`config.mk`:
```
export PLATFORM = sky130hd
export DESIGN_NAME = clmul_arb_flat
export DESIGN_NICKNAME = d
export VERILOG_FILES = /design/src/rtl/clmul_pkg.sv /design/src/rtl/clmul_arb_if.sv /design/src/rtl/clmul_arb_clmul.sv /design/src/rtl/clmul_arb.sv /design/src/flat_wrapper.sv
export SDC_FILE = /design/constraint.sdc
export NUM_CORES = 1
export LEC_CHECK = 0
export CAP_MARGIN = 20
export CORE_MARGIN = 3
export CORE_UTILIZATION = 52
export DETAILED_ROUTE_END_ITERATION = 7
export PLACE_DENSITY_LB_ADDON = 0.15
export SYNTH_ARGS = -nofsm -noshare
export SYNTH_HDL_FRONTEND = slang
export SYNTH_HIERARCHICAL = 1
export SYNTH_SLANG_ARGS = --single-unit
```
`constraint.sdc`:
```
create_clock -name clk -period 2.5 [get_ports clk]
set_input_delay 0.75 -clock clk [delete_from_list [all_inputs] [get_ports clk]]
set_output_delay 0.75 -clock clk [all_outputs]
set_load 0.03 [all_outputs]
```
`src/rtl/clmul_pkg.sv`:
```
// Shared definitions for the carry-less multiply arbiter: op encoding, FSM
// states, timing constants and the result-select helper.
package clmul_pkg;

  typedef enum logic [1:0] {
    OP_CLMUL  = 2'd0,
    OP_CLMULH = 2'd1,
    OP_CLMULR = 2'd2,
    OP_RSVD   = 2'd3
  } clmul_op_t;

  typedef enum logic [1:0] {
    S_IDLE,
    S_START,
    S_BUSY,
    S_DONE
  } clmul_state_t;

  localparam int unsigned CLMUL_LATENCY      = 7;
  localparam int unsigned CLMUL_IT_PER_CYCLE = 8;
  localparam int unsigned CLMUL_ITERS        = 32 / CLMUL_IT_PER_CYCLE;

  function automatic logic [31:0] clmul_select(input clmul_op_t op, input logic [63:0] p);
    logic [31:0] r;
    case (op)
      OP_CLMUL:  r = p[31:0];
      OP_CLMULH: r = p[63:32];
      OP_CLMULR: r = p[62:31];
      default:   r = '0;
    endcase
    return r;
  endfunction

endpackage

```
`src/rtl/clmul_arb_if.sv`:
```
// Request/response bundle for one client port of clmul_arb.
interface clmul_arb_if;
  logic        valid;
  logic        ready;
  logic [1:0]  op;
  logic [31:0] a;
  logic [31:0] b;
  logic        resp_valid;
  logic        resp_ready;
  logic [31:0] resp_data;

  modport master (output valid, op, a, b, resp_ready,
                  input  ready, resp_valid, resp_data);
  modport slave  (input  valid, op, a, b, resp_ready,
                  output ready, resp_valid, resp_data);
endinterface

```
`src/rtl/clmul_arb_clmul.sv`:
```
// Iterative 32x32 carry-less multiplier: CLMUL_IT_PER_CYCLE product bits per
// non-stalled cycle; eoc rises the cycle after the last iteration.
module clmul
  import clmul_pkg::*;
(
  input  logic        clk,
  input  logic        resetn,
  input  logic        stall,
  input  logic        start,
  input  logic [31:0] a,
  input  logic [31:0] b,
  output logic        eoc,
  output logic [63:0] p
);

  logic [63:0] a_sh_q, a_sh_d;
  logic [31:0] b_sh_q, b_sh_d;
  logic [63:0] acc_q, acc_d, acc_nx;
  logic [2:0]  cnt_q, cnt_d;
  logic        busy_q, busy_d;
  logic        done_q, done_d;

  always_comb begin
    a_sh_d = a_sh_q;
    b_sh_d = b_sh_q;
    acc_d  = acc_q;
    cnt_d  = cnt_q;
    busy_d = busy_q;
    done_d = done_q;
    acc_nx = acc_q;
    for (int unsigned i = 0; i < CLMUL_IT_PER_CYCLE; i++) begin
      if (b_sh_q[i]) acc_nx = acc_nx ^ (a_sh_q << i);
    end
    if (!stall) begin
      if (start) begin
        a_sh_d = {32'b0, a};
        b_sh_d = b;
        acc_d  = '0;
        cnt_d  = '0;
        busy_d = 1'b1;
        done_d = 1'b0;
      end else if (busy_q) begin
        acc_d  = acc_nx;
        a_sh_d = a_sh_q << CLMUL_IT_PER_CYCLE;
        b_sh_d = b_sh_q >> CLMUL_IT_PER_CYCLE;
        cnt_d  = cnt_q + 3'd1;
        if (cnt_q == 3'(CLMUL_ITERS - 1)) begin
          busy_d = 1'b0;
          done_d = 1'b1;
        end
      end
    end
  end

  always_ff @(posedge clk) begin
    if (!resetn) begin
      a_sh_q <= '0;
      b_sh_q <= '0;
      acc_q  <= '0;
      cnt_q  <= '0;
      busy_q <= 1'b0;
      done_q <= 1'b0;
    end else begin
      a_sh_q <= a_sh_d;
      b_sh_q <= b_sh_d;
      acc_q  <= acc_d;
      cnt_q  <= cnt_d;
      busy_q <= busy_d;
      done_q <= done_d;
    end
  end

  assign eoc = done_q;
  assign p   = acc_q;

endmodule

```
`src/rtl/clmul_arb.sv`:
```
// Two-port round-robin arbiter around one shared carry-less multiplier.
// Optional: CLMUL_ARB_ZERO_BYPASS_EN skips the multiplier for zero operands.
module clmul_arb
  import clmul_pkg::*;
#(
  parameter bit RR_INIT = 1'b0
) (
  input  logic         clk,
  input  logic         resetn,
  input  logic         stall,
  input  logic         flush,
  clmul_arb_if.slave   p0,
  clmul_arb_if.slave   p1
);

  clmul_state_t state_q, state_d;
  logic         prio_q, prio_d;
  logic         owner_q, owner_d;
  clmul_op_t    op_q, op_d;
  logic [31:0]  a_q, a_d, b_q, b_d;
  logic [63:0]  prod_q, prod_d;
`ifdef CLMUL_ARB_ZERO_BYPASS_EN
  logic         zero_q, zero_d;
`endif

  logic        grant_vld, grant;
  logic        v0, v1, own_resp_ready;
  logic        mul_start, mul_eoc;
  logic [63:0] mul_p;
  logic [31:0] result;

  assign own_resp_ready = owner_q ? p1.resp_ready : p0.resp_ready;

  always_comb begin
    state_d   = state_q;
    prio_d    = prio_q;
    owner_d   = owner_q;
    op_d      = op_q;
    a_d       = a_q;
    b_d       = b_q;
    prod_d    = prod_q;
`ifdef CLMUL_ARB_ZERO_BYPASS_EN
    zero_d    = zero_q;
`endif
    grant_vld = 1'b0;
    grant     = 1'b0;
    mul_start = 1'b0;
    v0        = p0.valid && !flush;
    v1        = p1.valid;
    case (state_q)
      S_IDLE: begin
        if (!stall && (v0 || v1)) begin
          grant_vld = 1'b1;
          grant     = prio_q ? v1 : !v0;
          owner_d   = grant;
          prio_d    = !grant;
          op_d      = clmul_op_t'(grant ? p1.op : p0.op);
          a_d       = grant ? p1.a : p0.a;
          b_d       = grant ? p1.b : p0.b;
`ifdef CLMUL_ARB_ZERO_BYPASS_EN
          zero_d    = (a_d == '0) || (b_d == '0);
`endif
          state_d   = S_START;
        end
      end
      S_START: begin
        if (!stall) begin
`ifdef CLMUL_ARB_ZERO_BYPASS_EN
          if (zero_q) begin
            prod_d  = '0;
            state_d = S_DONE;
          end else begin
            mul_start = 1'b1;
            state_d   = S_BUSY;
          end
`else
          mul_start = 1'b1;
          state_d   = S_BUSY;
`endif
        end
      end
      S_BUSY: begin
        if (!stall && mul_eoc) begin
          prod_d  = mul_p;
          state_d = S_DONE;
        end
      end
      S_DONE: begin
        if (!stall && own_resp_ready) state_d = S_IDLE;
      end
      default: state_d = S_IDLE;
    endcase
    // Flush overrides stall; a killed START must not launch the multiplier.
    if (flush && !owner_q && state_q != S_IDLE) begin
      state_d   = S_IDLE;
      mul_start = 1'b0;
    end
  end

  always_ff @(posedge clk) begin
    if (!resetn) begin
      state_q <= S_IDLE;
      prio_q  <= RR_INIT;
      owner_q <= 1'b0;
      op_q    <= OP_CLMUL;
      a_q     <= '0;
      b_q     <= '0;
      prod_q  <= '0;
`ifdef CLMUL_ARB_ZERO_BYPASS_EN
      zero_q  <= 1'b0;
`endif
    end else begin
      state_q <= state_d;
      prio_q  <= prio_d;
      owner_q <= owner_d;
      op_q    <= op_d;
      a_q     <= a_d;
      b_q     <= b_d;
      prod_q  <= prod_d;
`ifdef CLMUL_ARB_ZERO_BYPASS_EN
      zero_q  <= zero_d;
`endif
    end
  end

  clmul u_clmul (
    .clk    (clk),
    .resetn (resetn),
    .stall  (stall),
    .start  (mul_start),
    .a      (a_q),
    .b      (b_q),
    .eoc    (mul_eoc),
    .p      (mul_p)
  );

  assign result        = clmul_select(op_q, prod_q);
  assign p0.ready      = resetn && grant_vld && !grant;
  assign p1.ready      = resetn && grant_vld && grant;
  assign p0.resp_valid = (state_q == S_DONE) && !owner_q;
  assign p1.resp_valid = (state_q == S_DONE) && owner_q;
  assign p0.resp_data  = p0.resp_valid ? result : '0;
  assign p1.resp_data  = p1.resp_valid ? result : '0;

endmodule

```
`src/flat_wrapper.sv`:
```
// flat-port wrapper written by rule: the top's interface ports become plain ports
module clmul_arb_flat import clmul_pkg::*;
#(
  parameter bit RR_INIT = 1'b0
)
  (clk, resetn, stall, flush, p0_valid, p0_op, p0_a, p0_b, p0_resp_ready, p0_ready, p0_resp_valid, p0_resp_data, p1_valid, p1_op, p1_a, p1_b, p1_resp_ready, p1_ready, p1_resp_valid, p1_resp_data);
  clmul_arb_if p0_i ();
  clmul_arb_if p1_i ();
  input  logic clk;
  input  logic resetn;
  input  logic stall;
  input  logic flush;
  input wire logic [$bits(p0_i.valid)-1:0] p0_valid;
  input wire logic [$bits(p0_i.op)-1:0] p0_op;
  input wire logic [$bits(p0_i.a)-1:0] p0_a;
  input wire logic [$bits(p0_i.b)-1:0] p0_b;
  input wire logic [$bits(p0_i.resp_ready)-1:0] p0_resp_ready;
  output wire logic [$bits(p0_i.ready)-1:0] p0_ready;
  output wire logic [$bits(p0_i.resp_valid)-1:0] p0_resp_valid;
  output wire logic [$bits(p0_i.resp_data)-1:0] p0_resp_data;
  input wire logic [$bits(p1_i.valid)-1:0] p1_valid;
  input wire logic [$bits(p1_i.op)-1:0] p1_op;
  input wire logic [$bits(p1_i.a)-1:0] p1_a;
  input wire logic [$bits(p1_i.b)-1:0] p1_b;
  input wire logic [$bits(p1_i.resp_ready)-1:0] p1_resp_ready;
  output wire logic [$bits(p1_i.ready)-1:0] p1_ready;
  output wire logic [$bits(p1_i.resp_valid)-1:0] p1_resp_valid;
  output wire logic [$bits(p1_i.resp_data)-1:0] p1_resp_data;
  assign p0_i.valid = p0_valid;
  assign p0_i.op = p0_op;
  assign p0_i.a = p0_a;
  assign p0_i.b = p0_b;
  assign p0_i.resp_ready = p0_resp_ready;
  assign p0_ready = p0_i.ready;
  assign p0_resp_valid = p0_i.resp_valid;
  assign p0_resp_data = p0_i.resp_data;
  assign p1_i.valid = p1_valid;
  assign p1_i.op = p1_op;
  assign p1_i.a = p1_a;
  assign p1_i.b = p1_b;
  assign p1_i.resp_ready = p1_resp_ready;
  assign p1_ready = p1_i.ready;
  assign p1_resp_valid = p1_i.resp_valid;
  assign p1_resp_data = p1_i.resp_data;
  clmul_arb #(.RR_INIT(RR_INIT)) u_core (.clk(clk), .resetn(resetn), .stall(stall), .flush(flush), .p0(p0_i), .p1(p1_i));
endmodule
```
# Yosys cells after proc, flatten, opt, wreduce, memory -nomap -nowiden
# Index checks and enable logic that the tools add are counted.
dict set report totals {
  reg_bits 299
  out_inout_bits 68
  in_bits 140
  elab_cells 105
}
dict set report op_classes {
  reduce_logical 29
  eq_ne 10
  add_sub_neg 1
  n_mux 42
  n_bitwise 10
}
# cell count
set op_table {}
lappend op_table {{$mux W64} 12}
lappend op_table {{$xor A64 B64 Y64} 8}
lappend op_table {{$mux W32} 6}
lappend op_table {{$pmux W32 S3} 1}
lappend op_table {{$mux W1} 15}
lappend op_table {{$logic_and A1 B1 Y1} 11}
lappend op_table {{$mux W2} 5}
lappend op_table {{$pmux W2 S4} 1}
lappend op_table {{$eq A2 B2 Y1 const B} 3}
lappend op_table {{$logic_not A1 Y1} 6}
lappend op_table {{$mux W3} 2}
lappend op_table {{$ne A2 B1 Y1 const B} 3}
lappend op_table {{$reduce_and A2 Y1} 3}
lappend op_table {{$reduce_bool A2 Y1} 3}
lappend op_table {{$eq A2 B1 Y1 const B} 2}
lappend op_table {{$logic_not A2 Y1} 2}
lappend op_table {{$reduce_and A4 Y1} 1}
lappend op_table {{$add A3 B1 Y3 const B} 1}
lappend op_table {{$eq A3 B2 Y1 const B} 1}
lappend op_table {{$reduce_and A3 Y1} 1}
lappend op_table {{$ne A2 B2 Y1 const B} 1}
lappend op_table {{$not A1 Y1} 2}
lappend op_table {{$reduce_or A2 Y1} 1}
lappend op_table {{$logic_or A1 B1 Y1} 1}

# Logic depth before layout (Yosys ltp)
dict set report depth {
  ltp_word 18
  depth_mapped 11
  mapped_depth_nobuf 9
}

# Hierarchy
# Netlist, hierarchy kept.
# module area_each_um2 n_inst cells_per_inst seq_area_each_um2
set by_module_without_submodules {}
lappend by_module_without_submodules {clmul 12798.5 1 1676 3303.2}
lappend by_module_without_submodules {clmul_arb 6169.7 1 731 2682.6}

# Least setup slack after synthesis
# Ideal clock, no wire load.
dict set report synth_timing {
  path_kind {input to output}
  from {input flush}
  to {output p0_ready}
  t_required_ns 1.750
  stages 4
  t_arrival_ns 1.676
  path_buffers 1
  slack_ns 0.074
  path_cell_list {nand2b_1 > a2111oi_4 > and2_1 > buf_2}
}
dict set report synth_between {
  elab_chain_cells 8
  elab_cells_between_ends 13
  classes_between {mux: 5; reduce/logical: 8}
}
# element line_no
set synth_lines {}
lappend synth_lines {{start, declared} flat_wrapper.sv:12} ;# input logic flush;
lappend synth_lines {{$logic_not A1 Y1 *} clmul_arb.sv:48} ;# v0 = p0.valid && !flush;
lappend synth_lines {{$logic_and A1 B1 Y1 *} clmul_arb.sv:48}
lappend synth_lines {{$logic_not A1 Y1 / $logic_or A1 B1 Y1 (equally long branches)} {clmul_arb.sv:54, clmul_arb.sv:52}}
lappend synth_lines {{$mux W1 / $logic_and A1 B1 Y1 (equally long branches)} {clmul_arb.sv:54, clmul_arb.sv:52}}
lappend synth_lines {{$mux W1} clmul_arb.sv:52} ;# if (!stall && (v0 || v1)) begin
lappend synth_lines {{$mux W1} clmul_arb.sv:50} ;# case (state_q)
lappend synth_lines {{$logic_not A1 Y1 / $logic_and A1 B1 Y1 (equally long branches)} clmul_arb.sv:138} ;# assign p0.ready = resetn && grant_vld && !grant;
lappend synth_lines {{$logic_and A1 B1 Y1 *} clmul_arb.sv:138}
lappend synth_lines {{end, declared} flat_wrapper.sv:18} ;# output wire logic [$bits(p0_i.ready)-1:0] p0_ready;
# Every way passes the cells marked *; elsewhere a longest branch is shown, timed or not.

# Worst setup path in the final report
dict set report layout_timing {
  from {register u_core.op_q[0]}
  to {output p0_resp_data[12]}
}
dict set report layout_between {
  elab_chain_cells 3
  elab_cells_between_ends 5
  classes_between {eq/ne: 2; mux: 2; reduce/logical: 1}
}
# element line_no
set layout_lines {}
lappend layout_lines {{start, declared} clmul_arb.sv:19} ;# clmul_op_t op_q, op_d;
lappend layout_lines {{start signal, assigned} clmul_arb.sv:116} ;# op_q <= op_d;
lappend layout_lines {{$eq A2 B2 Y1 (tied with other cells)} clmul_pkg.sv:25} ;# case (op)
lappend layout_lines {{$pmux W32 S3 *} clmul_pkg.sv:25}
lappend layout_lines {{$mux W32 *} clmul_arb.sv:142} ;# assign p0.resp_data = p0.resp_valid ? result : '0;
lappend layout_lines {{end, declared} flat_wrapper.sv:20} ;# output wire logic [$bits(p0_i.resp_data)-1:0] p0_resp_data;
# Marks and branches as above.

==> metrics.txt <==
initial core utilization=53.07%; DRC=1; Ant. Diodes=0; total track usage=26.98%; syn_nets=approximately 2600; post-layout min period=2.631 ns; CTS tree=yes; DPL Wire Length=around 37000 µm; worst path arrival time=approximately 1.9 ns; first-pass GRT wire length=86060 µm; min-delay src=u_core/prod_q[6]$_SDFFE_PN0P_; power consumption=between 10 and 15 mW; Placer Congestion=0.8463; Mapped Area=0.01897 mm²; TritonRoute pass-1 iters=8; Placed Area=0.02120 mm²; area leader, netlist=dfxtp_1; Combinational Power Share=22.7%; Worst Setup Start Kind=flop; R2R Path End=u_core/u_clmul/p[56]$_SDFFE_PN0P_; CP endpoint kind=primary output; Clk network pwr share=36.6%; final slew viol count=0; Hold EP=u_core/prod_q[6]$_SDFFE_PN0P_; Max transition margin=47.93%; synth warn=6; area grow syn2layout=21.35%; R2R setup slack=0.12 ns; initial antenna violation count=1; Critical Path Fanout Max=8; Die Width=197.0 µm; clock buffer depth=3; switching share of total power=30.94%; clock slew at reported path FFs=0.06 ns; number of global-route vias before repair=16130; fin area=0.02302 mm²; vias=16830; max-cap violations=0; Synth Register Bits=299; static leakage=7.709 nW; TritonCTS buffer count=34; Synth Instances=2407; wire per inst=18.07 µm; Via-to-Cell Ratio=between 5 and 6; Async SR Flop Fraction=0%; TritonCTS Sinks=about 300; worst hold stages=2; Die Area=0.03881 mm²; Final Hold Viols=0; commonest cells in the netlist=699 x nand2_1, 362 x xnor2_1, 299 x dfxtp_1; Mean Syn Cell Area=~7.9 µm²; final worst slack=-0.1308 ns; # setup viols final=61; Post-synth EDFFs=0; R2R Path Start=u_core/state_q[1]$_SDFFE_PP0P_; Ports=208; Core Rows=69; RSZ-0062 raised after global routing=true; WL final=54110 µm; Setup CP Type=reg -> out; clock skew=0.01343 ns; Root Driver=clkbuf_16; ranking of synthesized cells by area=dfxtp_1 32%, xnor2_1 17%, nand2_1 14%, xor2_1 5.4%, mux2i_1 4.3%; pwr/cell area=slightly above 600 mW/mm²; worst vdd ir=0.4450 mV; Internal=9.728 mW; Min-Delay Path Class=reg -> reg; final worst-path cycle share=105.2%; top_reg_cell synth=dfxtp_1; switching pwr=approximately 4.4 mW; Worst-Skew Late Latency=a little over 0.5 ns; register area share after synthesis=31.56%; layout cell share with drive strength beyond 1=11.44%; failing checks=design-rule violations, negative setup slack; GR Overflow Total=0; outcome=complete, but fails checks; die height=~200 µm; fmax=380.1 MHz; post-route ant nets=0; htree depth=2; hold_buf cts=0; Layout Nets=approximately 2700; initial drt markers=1406; Core ar.=0.03574 mm²; largest net degree at the start of global routing=86; Slew @ Worst Pin=0.7811 ns; top-count cell post-synth=nand2_1; Yosys cell types=42; Reg2Reg Depth=13; Sequential Power Share=40.7%; area share of the largest cell type after synthesis=31.56%; PortBufs=207; filler instances=a little over 3000; CP Data Required Time=1.75 ns
[stage by stage]
| stage | std cells | util [%] | setup WS [ns] | hold WS [ns] | setup TNS, ns |
|---|---|---|---|---|---|
| after CTS | 2988 | 63.86 | -0.1265 | 0.4649 | -5.090 |
| final | 2995 | 64.40 | -0.1308 | 0.4615 | -4.654 |
| after global placement | 2910 | 59.30 | -0.3784 | 0.4518 | -49.14 |
| after global routing | 2995 | 64.40 | -0.2196 | 0.4918 | -9.758 |
| after floorplan | 2407 | - | 0.07424 | 0.4412 | 0 |
| after detailed placement | 2910 | 59.30 | -0.3316 | 0.4578 | -52.91 |
[area by class of cell]
cell class                      instances  area (µm²)  share of cell area [%]
Multi-Input combinational cell       1864       12190                   52.97
Sequential cell                       299        6007                   26.10
Timing Repair Buffer                  301        3045                   13.23
Clock buffer                           49       988.4                   4.294
Tap cell                              461       576.8                   2.506
Clock inverter                         11       165.2                  0.7175
Inverter                               10       42.54                  0.1848
[power by group through the flow]
stage               logic [mW]  registers (mW)  clock network (mW)
global placement          2.80            5.80                   0
CTS                       3.08            5.72                5.24
finish                    3.20            5.74                5.15
floorplan                 2.21            5.32                   0
global route              3.43            5.77                5.45
detailed placement        2.85            5.80                   0
[logic make-up (layout without fill, tap and decap cells)]
family,after synthesis,count (layout),share of synthesized area (%)
flops,299,299,31.56
fa+ha+maj,7,7,0.4617
xor+xnor,480,480,22.16
buf+inv,244,371,5.877
simple gates,950,950,20.56
compound gates,346,346,15.11
mux,81,81,4.274
[timing repair]
| item | 4_1_cts | 5_1_grt |
|---|---|---|
| buffers inserted | 15 | 7 |
| setup endpoints to repair | 68 | 66 |
| resized for setup | 85 | 45 |
| cloned | 3 | 2 |
| pin swaps | 3 | 41 |
[layer usage]
layer  wire [µm]  global-route usage, %  vias up
met4        1775                  9.345        2
met5          13                      0        -
met2       24880                  44.81      643
met1       23810                  36.28     7989
met3        3632                  3.624       95
li1            -                      -     8098
[state kept, by name, summed over array words and instances (netlist names)]
signal                 cells
u_core/b_q                32
u_core/u_clmul/cnt_q       3
u_core/u_clmul/a_sh_q     64
u_core/prod_q             64
u_core/u_clmul/b_sh_q     32
u_core/state_q             2
u_core/u_clmul/eoc         1
u_core/u_clmul/busy_q      1
u_core/a_q                32
u_core/owner_q             1
u_core/prio_q              1
u_core/op_q                2
u_core/u_clmul/p          64
[critical path, stage by stage (launching register included)]
cell	delay, ns
dfxtp_4	0.38
buf_12	0.15
nor2b_4	0.17
buf_6	0.16
buf_16	0.14
a21oi_4	0.07
nor2_1	0.12
buf_4	0.17
[worst max-delay path by stage]
| stage | from | cells after the start | endpoint |
|---|---|---|---|
| after floorplan | flush | 4 | p0_ready |
| after global placement | flush | 11 | u_core/u_clmul/p[0]$_SDFFE_PN0P_ |
| after detailed placement | flush | 5 | p0_ready |
| after CTS | u_core/op_q[0]$_SDFFE_PN0P_ | 7 | p0_resp_data[30] |
| after global routing | u_core/op_q[0]$_SDFFE_PN0P_ | 7 | p0_resp_data[7] |
| final | u_core/op_q[0]$_SDFFE_PN0P_ | 7 | p0_resp_data[12] |
[cell usage in the layout (no fill, tap or decap), types with 6 or more instances in the layout]
master / netlist / layout
buf_6: 7 / 17
a221o_1: 6 / 6
nand2_1: 699 / 698
xnor2_1: 362 / 362
clkbuf_16: 0 / 37
clkdlybuf4s50_1: 0 / 134
clkbuf_8: 0 / 6
dfxtp_2: 0 / 11
a22oi_1: 17 / 17
buf_4: 13 / 114
clkbuf_1: 133 / 8
a21boi_0: 98 / 98
dfxtp_1: 299 / 286
o21ai_0: 7 / 7
xor2_1: 118 / 118
a21oi_4: 0 / 11
nor2_2: 1 / 7
a222oi_1: 60 / 60
buf_12: 0 / 24
a21oi_2: 0 / 20
and3_1: 8 / 7
inv_1: 10 / 7
nand3_1: 35 / 35
mux2i_1: 81 / 81
o211a_1: 49 / 48
a22o_1: 57 / 57
nor2b_1: 86 / 84
nor2_1: 100 / 93
Power figures use the tool's default switching activity.
